File: src/rtl/axi_xbar_pkg.sv
// Shared AXI crossbar types: log table geometry and the {valid, id, len} slot view.
// Used by the W-channel router and its output register slice.
package axi_xbar_pkg;

    localparam int WID_W     = 6;
    localparam int LEN_W     = 8;
    localparam int LOG_DEPTH = 3;

    typedef struct packed {
        logic             valid;
        logic [WID_W-1:0] id;
        logic [LEN_W-1:0] len;
    } log_slot_t;

    typedef logic [1:0] slot_idx_t;

    // Next slot index in round-robin order, wrapping after the last slot.
    function automatic slot_idx_t slot_inc(input slot_idx_t s);
        return (s == slot_idx_t'(LOG_DEPTH - 1)) ? '0 : s + slot_idx_t'(1);
    endfunction

endpackage

File: src/rtl/w_out_reg.sv
// Single-entry valid/ready register slice with 1-cycle latency.
// Also reused for the B/R response paths, so the payload width is generic.
module w_out_reg #(
    parameter int PAYLOAD_W = 8
) (
    input  logic                 clk,
    input  logic                 rst_n,
    input  logic                 load_i,
    input  logic [PAYLOAD_W-1:0] payload_i,
    input  logic                 ready_i,
    output logic                 valid_o,
    output logic [PAYLOAD_W-1:0] payload_o,
    output logic                 can_load_o
);

    logic                 valid_q, valid_d;
    logic [PAYLOAD_W-1:0] payload_q, payload_d;

    // The caller may only assert load_i when can_load_o is high, so the
    // payload never changes while valid_o is high and ready_i is low.
    always_comb begin
        valid_d   = valid_q;
        payload_d = payload_q;
        if (load_i) begin
            valid_d   = 1'b1;
            payload_d = payload_i;
        end else if (ready_i) begin
            valid_d = 1'b0;
        end
    end

    always_ff @(posedge clk or negedge rst_n) begin
        if (!rst_n) begin
            valid_q   <= 1'b0;
            payload_q <= '0;
        end else begin
            valid_q   <= valid_d;
            payload_q <= payload_d;
        end
    end

    assign valid_o    = valid_q;
    assign payload_o  = payload_q;
    assign can_load_o = !valid_q || ready_i;

endmodule

File: src/rtl/write_data_router.sv
// Routes W beats from two masters to one slave using the write-address log table.
// Optional WLAST consistency check: define WRITE_DATA_WLAST_CHECK_EN.
module write_data_router
    import axi_xbar_pkg::*;
#(
    parameter int DATA_WIDTH      = 32,
    parameter int INTERLEAVE_MODE = 1
) (
    input  logic                    clk,
    input  logic                    rst_n,
    input  logic [2:0]              s_valid,
    input  logic [WID_W-1:0]        s_validid0,
    input  logic [WID_W-1:0]        s_validid1,
    input  logic [WID_W-1:0]        s_validid2,
    input  logic [LEN_W-1:0]        s_wlen0,
    input  logic [LEN_W-1:0]        s_wlen1,
    input  logic [LEN_W-1:0]        s_wlen2,
    input  logic [DATA_WIDTH-1:0]   s0_axi_wdata,
    input  logic [DATA_WIDTH/8-1:0] s0_axi_wstrb,
    input  logic [WID_W-1:0]        s0_axi_wid,
    input  logic                    s0_axi_wlast,
    input  logic                    s0_axi_wvalid,
    output logic                    s0_axi_wready,
    input  logic [DATA_WIDTH-1:0]   s1_axi_wdata,
    input  logic [DATA_WIDTH/8-1:0] s1_axi_wstrb,
    input  logic [WID_W-1:0]        s1_axi_wid,
    input  logic                    s1_axi_wlast,
    input  logic                    s1_axi_wvalid,
    output logic                    s1_axi_wready,
    output logic [DATA_WIDTH-1:0]   m_axi_w_data,
    output logic [DATA_WIDTH/8-1:0] m_axi_w_strb,
    output logic [WID_W-1:0]        m_axi_w_wid,
    output logic                    m_axi_w_wlast,
    output logic                    m_axi_w_valid,
    input  logic                    m_axi_w_ready,
    output logic                    log_wlast_fire,
    output logic [WID_W-1:0]        log_wid,
    output logic                    wlast_err
);

    localparam int STRB_W = DATA_WIDTH / 8;
    localparam int PAY_W  = WID_W + 1 + STRB_W + DATA_WIDTH;

    localparam logic [0:0] ST_OPEN   = 1'b0;
    localparam logic [0:0] ST_LOCKED = 1'b1;

    localparam logic [LEN_W-1:0] CNT_ONE = LEN_W'(1);

    log_slot_t            slot [LOG_DEPTH];
    logic [LOG_DEPTH-1:0] hit0, hit1, shadow, elig, src;

    logic [LEN_W-1:0]     cnt_q [LOG_DEPTH];
    logic [LEN_W-1:0]     cnt_d [LOG_DEPTH];
    slot_idx_t            ptr_q, ptr_d;
    logic [0:0]           lock_st_q, lock_st_d;
    slot_idx_t            lock_idx_q, lock_idx_d;

    slot_idx_t            grant_idx, cand;
    logic                 grant_vld;
    logic [LEN_W-1:0]     sel_len, sel_cnt;
    logic                 sel_src;
    logic                 gen_last;
    logic                 accept;
    logic                 out_can_load;

    logic [DATA_WIDTH-1:0] mst_data;
    logic [STRB_W-1:0]     mst_strb;
    logic [WID_W-1:0]      mst_wid;
    logic [PAY_W-1:0]      load_payload, out_payload;

    assign slot[0] = {s_valid[0], s_validid0, s_wlen0};
    assign slot[1] = {s_valid[1], s_validid1, s_wlen1};
    assign slot[2] = {s_valid[2], s_validid2, s_wlen2};

    for (genvar k = 0; k < LOG_DEPTH; k++) begin : g_slot
        assign hit0[k] = s0_axi_wvalid && (s0_axi_wid == slot[k].id);
        assign hit1[k] = s1_axi_wvalid && (s1_axi_wid == slot[k].id);
        // Master 0 wins when both masters present this slot's ID.
        assign src[k]  = !hit0[k];
        assign elig[k] = slot[k].valid && (hit0[k] || hit1[k]) && !shadow[k];
    end

    // A slot is hidden when a lower-indexed valid slot carries the same ID.
    always_comb begin
        shadow = '0;
        for (int k = 1; k < LOG_DEPTH; k++) begin
            for (int j = 0; j < k; j++) begin
                if (slot[j].valid && (slot[j].id == slot[k].id)) begin
                    shadow[k] = 1'b1;
                end
            end
        end
    end

    always_comb begin
        grant_vld = 1'b0;
        grant_idx = ptr_q;
        cand      = ptr_q;
        if (lock_st_q == ST_LOCKED) begin
            grant_vld = elig[lock_idx_q];
            grant_idx = lock_idx_q;
        end else begin
            for (int n = 0; n < LOG_DEPTH; n++) begin
                if (!grant_vld && elig[cand]) begin
                    grant_vld = 1'b1;
                    grant_idx = cand;
                end
                cand = slot_inc(cand);
            end
        end
    end

    always_comb begin
        sel_len = slot[0].len;
        sel_cnt = cnt_q[0];
        sel_src = src[0];
        case (grant_idx)
            2'd1: begin
                sel_len = slot[1].len;
                sel_cnt = cnt_q[1];
                sel_src = src[1];
            end
            2'd2: begin
                sel_len = slot[2].len;
                sel_cnt = cnt_q[2];
                sel_src = src[2];
            end
            default: ;
        endcase
    end

    // Handshake: a beat moves from a master into the output register when the
    // register is free or draining this cycle and some slot is granted; the
    // slave side completes a beat on m_axi_w_valid && m_axi_w_ready.
    assign gen_last      = (sel_cnt == sel_len);
    assign accept        = out_can_load && grant_vld;
    assign s0_axi_wready = accept && !sel_src;
    assign s1_axi_wready = accept && sel_src;

    assign mst_data     = sel_src ? s1_axi_wdata : s0_axi_wdata;
    assign mst_strb     = sel_src ? s1_axi_wstrb : s0_axi_wstrb;
    assign mst_wid      = sel_src ? s1_axi_wid   : s0_axi_wid;
    assign load_payload = {mst_wid, gen_last, mst_strb, mst_data};

    always_comb begin
        for (int k = 0; k < LOG_DEPTH; k++) begin
            cnt_d[k] = cnt_q[k];
            if (!slot[k].valid) begin
                cnt_d[k] = '0;
            end else if (accept && (grant_idx == slot_idx_t'(k))) begin
                cnt_d[k] = gen_last ? '0 : cnt_q[k] + CNT_ONE;
            end
        end
    end

    always_comb begin
        ptr_d      = ptr_q;
        lock_st_d  = lock_st_q;
        lock_idx_d = lock_idx_q;
        if (accept && ((INTERLEAVE_MODE != 0) || gen_last)) begin
            ptr_d = slot_inc(grant_idx);
        end
        if (INTERLEAVE_MODE == 0) begin
            if (accept) begin
                lock_st_d  = gen_last ? ST_OPEN : ST_LOCKED;
                lock_idx_d = grant_idx;
            end else if ((lock_st_q == ST_LOCKED) && !s_valid[lock_idx_q]) begin
                // Entry vanished under the lock; release rather than stall forever.
                lock_st_d = ST_OPEN;
            end
        end
    end

    always_ff @(posedge clk or negedge rst_n) begin
        if (!rst_n) begin
            for (int k = 0; k < LOG_DEPTH; k++) begin
                cnt_q[k] <= '0;
            end
            ptr_q      <= '0;
            lock_st_q  <= ST_OPEN;
            lock_idx_q <= '0;
        end else begin
            for (int k = 0; k < LOG_DEPTH; k++) begin
                cnt_q[k] <= cnt_d[k];
            end
            ptr_q      <= ptr_d;
            lock_st_q  <= lock_st_d;
            lock_idx_q <= lock_idx_d;
        end
    end

    w_out_reg #(
        .PAYLOAD_W (PAY_W)
    ) u_out_reg (
        .clk        (clk),
        .rst_n      (rst_n),
        .load_i     (accept),
        .payload_i  (load_payload),
        .ready_i    (m_axi_w_ready),
        .valid_o    (m_axi_w_valid),
        .payload_o  (out_payload),
        .can_load_o (out_can_load)
    );

    assign {m_axi_w_wid, m_axi_w_wlast, m_axi_w_strb, m_axi_w_data} = out_payload;

    assign log_wlast_fire = m_axi_w_valid && m_axi_w_ready && m_axi_w_wlast;
    assign log_wid        = m_axi_w_wid;

`ifdef WRITE_DATA_WLAST_CHECK_EN
    logic mst_wlast;
    logic err_q, err_d;

    assign mst_wlast = sel_src ? s1_axi_wlast : s0_axi_wlast;

    always_comb begin
        err_d = err_q;
        if (accept && (mst_wlast != gen_last)) begin
            err_d = 1'b1;
        end
    end

    always_ff @(posedge clk or negedge rst_n) begin
        if (!rst_n) begin
            err_q <= 1'b0;
        end else begin
            err_q <= err_d;
        end
    end

    assign wlast_err = err_q;
`else
    logic unused_wlast;
    assign unused_wlast = s0_axi_wlast ^ s1_axi_wlast;
    assign wlast_err    = 1'b0;
`endif

endmodule

File: config.mk
export PLATFORM = sky130hd
export DESIGN_NAME = write_data_router
export DESIGN_NICKNAME = d
export VERILOG_FILES = /design/src/rtl/axi_xbar_pkg.sv /design/src/rtl/w_out_reg.sv /design/src/rtl/write_data_router.sv
export SDC_FILE = /design/constraint.sdc
export NUM_CORES = 1
export LEC_CHECK = 0
export ABC_AREA = 1
export CAP_MARGIN = 20
export CORE_AREA = 2 2 126 128
export DETAILED_ROUTE_END_ITERATION = 8
export DIE_AREA = 0 0 128 130
export GPL_ROUTABILITY_DRIVEN = 0
export PLACE_DENSITY = 0.66
export SYNTH_ARGS = -nofsm -noshare
export SYNTH_HDL_FRONTEND = slang
export SYNTH_SLANG_ARGS = --single-unit
File: constraint.sdc
create_clock -name clk -period 6.4 [get_ports clk]
set_input_delay 0.64 -clock clk [delete_from_list [all_inputs] [get_ports clk]]
set_output_delay 0.64 -clock clk [all_outputs]
set_load 0.05 [all_outputs]
# == Word level (Yosys, flattened, before mapping) ==
# Index checks and enable logic that the tools add are counted.
# totals
regBits,70
input_bits,136
out_inout_bits,54
word_cells,105
# op_classes
n_addsub,6
n_lt_le_gt_ge,3
n_eq_ne,17
mux,34
n_reduce_logical,39
# op_table
op,n
$mux 8,9
$eq 6x6->1,9
$mux 32,1
$pmux 8 s2,2
$add 8x1->8 const B,3
$logic_and 1x1->1,24
$mux 1,11
$mux 2,5
$logic_not 1->1,9
$lt 2x3->1 const B,3
$eq 8x8->1,1
$add 2x1->2 const B,3
$bmux 1 s2,3
$eq 2x2->1 const B,3
$mux 6,1
$ne 2x1->1 const B,3
$logic_or 1x1->1,4
$mux 4,1
$eq 2x1->1 const B,1
$logic_not 2->1,1
$pmux 1 s2,1
$reduce_bool 2->1,1

# == Logic depth before layout (Yosys ltp) ==
# logic_depth
depth_word,21
mapped_depth,33
depth_no_buf,31

# == Hierarchy ==
# From an unflattened synthesis, not the netlist that was laid out.
# hier_totals
cells_unflattened,884
area_unflattened_um2,5667.9
# by_module_without_submodules
mod,instances,cells_per_inst,area_each_um2,seq_area_each_um2
write_data_router,1,698,3905.0,650.6
w_out_reg,1,186,1762.9,1101.1

# == Worst setup path after synthesis ==
# No wires, ideal clock.
# synth_timing
path_type,in2out
from,input port s_valid[1]
to,output port s0_axi_wready
arrival_ns,3.861
required_ns,5.760
slack_ns,1.899
path_stages,20
path_buffers,4
path_cell_list,buf_4 > inv_2 > a21oi_1 > nand3_1 > nor2_1 > nor2_1 > nand3_2 > nor2_1 > nor2_1 > nand2_1 > nor2_1 > inv_1 > a21oi_1 > ha_1 > buf_2 > inv_2 > nand3_1 > clkbuf_1 > buf_1 > a21oi_1
# synth_between
elab_chain_cells,17
word_cells_on_any_way,27
cone_classes,eq/ne: 2; mux: 13; reduce/logical: 12
# synth_rtl
element,line,source
"start, declared",write_data_router.sv:11,"input logic [2:0] s_valid,"
$logic_and 1x1->1,write_data_router.sv:88,if (slot[j].valid && (slot[j].id == slot[k].id)) begin
$mux 1,write_data_router.sv:88,
$logic_not 1->1,write_data_router.sv:80,assign elig[k] = slot[k].valid && (hit0[k] || hit1[k]) && !shadow[k];
$logic_and 1x1->1,write_data_router.sv:80,
$bmux 1 s2,write_data_router.sv:104,if (!grant_vld && elig[cand]) begin
$mux 1 (not written as such),write_data_router.sv:104,
$mux 1,write_data_router.sv:104,
$logic_not 1->1,write_data_router.sv:104,
$logic_and 1x1->1,write_data_router.sv:104,
$mux 1,write_data_router.sv:104,
$logic_not 1->1,write_data_router.sv:104,
$logic_and 1x1->1,write_data_router.sv:104,
$mux 2,write_data_router.sv:104,
$eq 2x2->1 or $eq 2x1->1 (tied branches),write_data_router.sv:117,case (grant_idx)
$pmux 1 s2,write_data_router.sv:117,
$logic_not 1->1,write_data_router.sv:137,assign s0_axi_wready = accept && !sel_src;
$logic_and 1x1->1 *,write_data_router.sv:137,
"end, declared",write_data_router.sv:23,"output logic s0_axi_wready,"
# Mark *: on every way between the ends. The rest lies on a longest branch, timed or not. The select of a mux whose other input is x is not followed.

# == Worst setup path in the final report ==
# Ends and elaborated chain as after synthesis.

==> results.toml <==
[status]
status = "finished, final reports clean"

[placement]
placed_cell_area_mm2 = 0.00749
portBuffers = 186
place_inst = 1244
dpl.hpwl_um = 12600

[synth]
syn_area_mm2 = 0.00555
yosysUniqueCellTypes = 32
async_flop_share_pct = 100
avgSynthCellArea_um2 = 6.14
ys_warn_count = 0
synth_seq_cells = 70
ys_seq_area_share_pct = 31.5
synth_nets = 1048
yosys_most_used_dff = "dfrtp_1"
synth_edf_count = 0
syn_inst = 904

[setup_path]
path_max_fanout = 26
slowest_stage = "clkdlybuf4s50_1"
cp_data_arrival_time_ps = 4670
reg2reg_depth = 15
crit_start = "s_valid[1]"
r2r-end = "u_out_reg.payload_o[42]"
r2r-start = "ptr_q[1]"
reg2reg_slack_ps = 2480
cp_slowest_stage_delay_ps = 750
crit_required_ps = 5760
crit_type = "in2out"
startpoint_type = "input pin"
endpoint_kind = "output pin"
critical_path.cell_chain = "clkdlybuf4s50_1 > inv_2 > a21oi_1 > nand3_1 > nor2_1 > nor2_1 > nand3_2 > nor2_1 > nor2_2 > o21ai_0 > o21ai_0 > a21oi_1 > ha_1 > buf_4 > nand3_1 > a21oi_1 > buf_12"

[die]
initial_utilization_pct = 36.0
core_area_mm2 = 0.0154
die_w_um = 128
die_h_um = 130
dieArea_mm2 = 0.0166
rows = 46
pin_count = 190

[cells_and_area]
finalNonFillerCells = 1260
nets = 1207
stdcell_area_mm2 = 0.00781
register_area_mm2 = 0.00175
areaGrowthSynthToFinish_pct = 40.7
antenna_cells = 0
fill_cells = 1609
mostFrequentLayoutCells = "400 x nand2_1, 183 x clkdlybuf4s50_1, 141 x nand3_1, 70 x dfrtp_1, 55 x inv_1"
layout_commonest_cell = "nand2_1"
multi_input_comb_area_mm2 = 0.00328
drive_gt1_share_pct = 5.06

[routing]
wl_per_cell_um = 13.8
wl_met3_um = 1310
wirelength_um = 17400
top_layer = "met4"
wirelength_met1_um = 7700
ant_nets = 0
num_vias = 6116
drt_iter0_drc = 411
met2_length_um = 8130
dr.pass1.iters = 5
routed_via_density = 4.85
remaining_drc_errors = 0

[sta]
worst_slew_pin_slew_ps = 905
setup_tns_ps = 0
setup_viol = 0
finalHoldViolations = 0
finalMaxSlewViolations = 0
period_needed_ps = 5310
fmax_ghz = 0.188
fin_skew_ps = 7.14
period_share_pct = 83.0
max_slew_margin_pct = 39.6
rsz0062_at_grt = "false"
whs_ps = 398

[cts]
clkLatencyLatePin_ps = 340
cts_tree = "yes"
path_clk_slew_ps = 60
ctsHoldBuffers = 0
cts_buffers = 9
clock_path_buffers = 2
clock-sinks = 70
clock_tree.root_cell = "clkbuf_16"
htreeDepth = 3
cts.repair.resized = 0
postCtsSetupRepairBufs = 0

[global_route]
grt_start_max_net_pins = 71
globalRoute.totalOverflow = 0
first_global_vias = 5771
grt_pass1_wl_um = 28400
antenna_found_initial = 0
gr-usage-all-layers_pct = 21.4

[power]
power.ir.vdd_worst_mv = 0.348
p_leak_nw = 3.92
power_density_mw_per_mm2 = 549

[job]
drv_cap = 0

[worst_hold_path]
hp-class = "in2async"
==> how the worst max path moves through the flow <==
stage	endpoint	slack (ps)
global route	s0_axi_wready	590
finish	s0_axi_wready	1090
global placement	s0_axi_wready	1040
floorplan	s0_axi_wready	1900
detailed placement	s0_axi_wready	1050
CTS	s0_axi_wready	1060
==> sequential cells by signal, indices dropped and copies added (netlist names) <==
| signal | cells |
|---|---|
| cnt_q | 24 |
| u_out_reg.payload_o | 43 |
| u_out_reg.valid_o | 1 |
| ptr_q | 2 |
==> cells by family (layout without fill, tap and decap cells) <==
logic type	after synthesis	in the layout	synth area share, %
simple gates	628	628	47.9
buf+inv	117	281	9.48
compound gates	54	54	5.11
xor+xnor	26	26	4.10
flops	70	70	31.5
other cells	1	1	0.0675
fa+ha+maj	8	8	1.80
==> cell type report <==
| cell class | count | area share (%) |
|---|---|---|
| multi-input cells | 717 | 42.0 |
| repair buffers | 196 | 25.0 |
| flip-flops and latches | 70 | 22.4 |
| inverters | 69 | 3.35 |
| clock buffers | 11 | 3.11 |
| well taps | 192 | 3.07 |
| clock inverters | 5 | 1.04 |
==> synth_stat cells (all sizes together), types with 4 or more instances <==
cell type | count | area [um^2]
nor3 | 19 | 95.1
ha | 8 | 100
nand3 | 146 | 778
xnor2 | 12 | 105
nand2 | 406 | 1550
clkbuf | 9 | 33.8
xor2 | 14 | 123
dfrtp | 70 | 1750
inv | 68 | 258
o21ai | 28 | 140
a21oi | 19 | 95.1
o22ai | 4 | 25.0
buf | 39 | 231
nor2 | 52 | 198
==> stage by stage <==
| step | power (W) | utilization (%) | setup slack [ps] |
|---|---|---|---|
| after detailed placement | 0.00376 | 48.5 | 1050 |
| after global placement | 0.00374 | 48.5 | 1040 |
| after global routing | 0.00465 | 50.6 | 586 |
| after floorplan | 0.00295 | - | 1900 |
| after CTS | 0.00432 | 50.6 | 1060 |
| final | 0.00429 | 50.6 | 1090 |
==> worst max-delay path: cells and delay by family <==
| kind | cells | cell delay, ps |
|---|---|---|
| buf+inv | 4 | 1410 |
| compound gates | 5 | 1210 |
| simple gates | 7 | 1090 |
| fa+ha+maj | 1 | 310 |
==> routing by layer <==
layer | global-route usage [%] | vias up
met2 | 35.5 | 197
li1 | - | 3163
met3 | 6.03 | 15
met5 | 0 | -
met1 | 27.3 | 2741
met4 | 6.27 | 0
==> report_power, final <==
part           internal (W)  total [W]  switching [W]  leakage [nW]
Clock              0.000353   0.000550       0.000197         0.156
Combinational       0.00100    0.00301        0.00200          2.86
Sequential         0.000614   0.000729       0.000114         0.901
No activity file was read; power rests on OpenSTA's default activity.
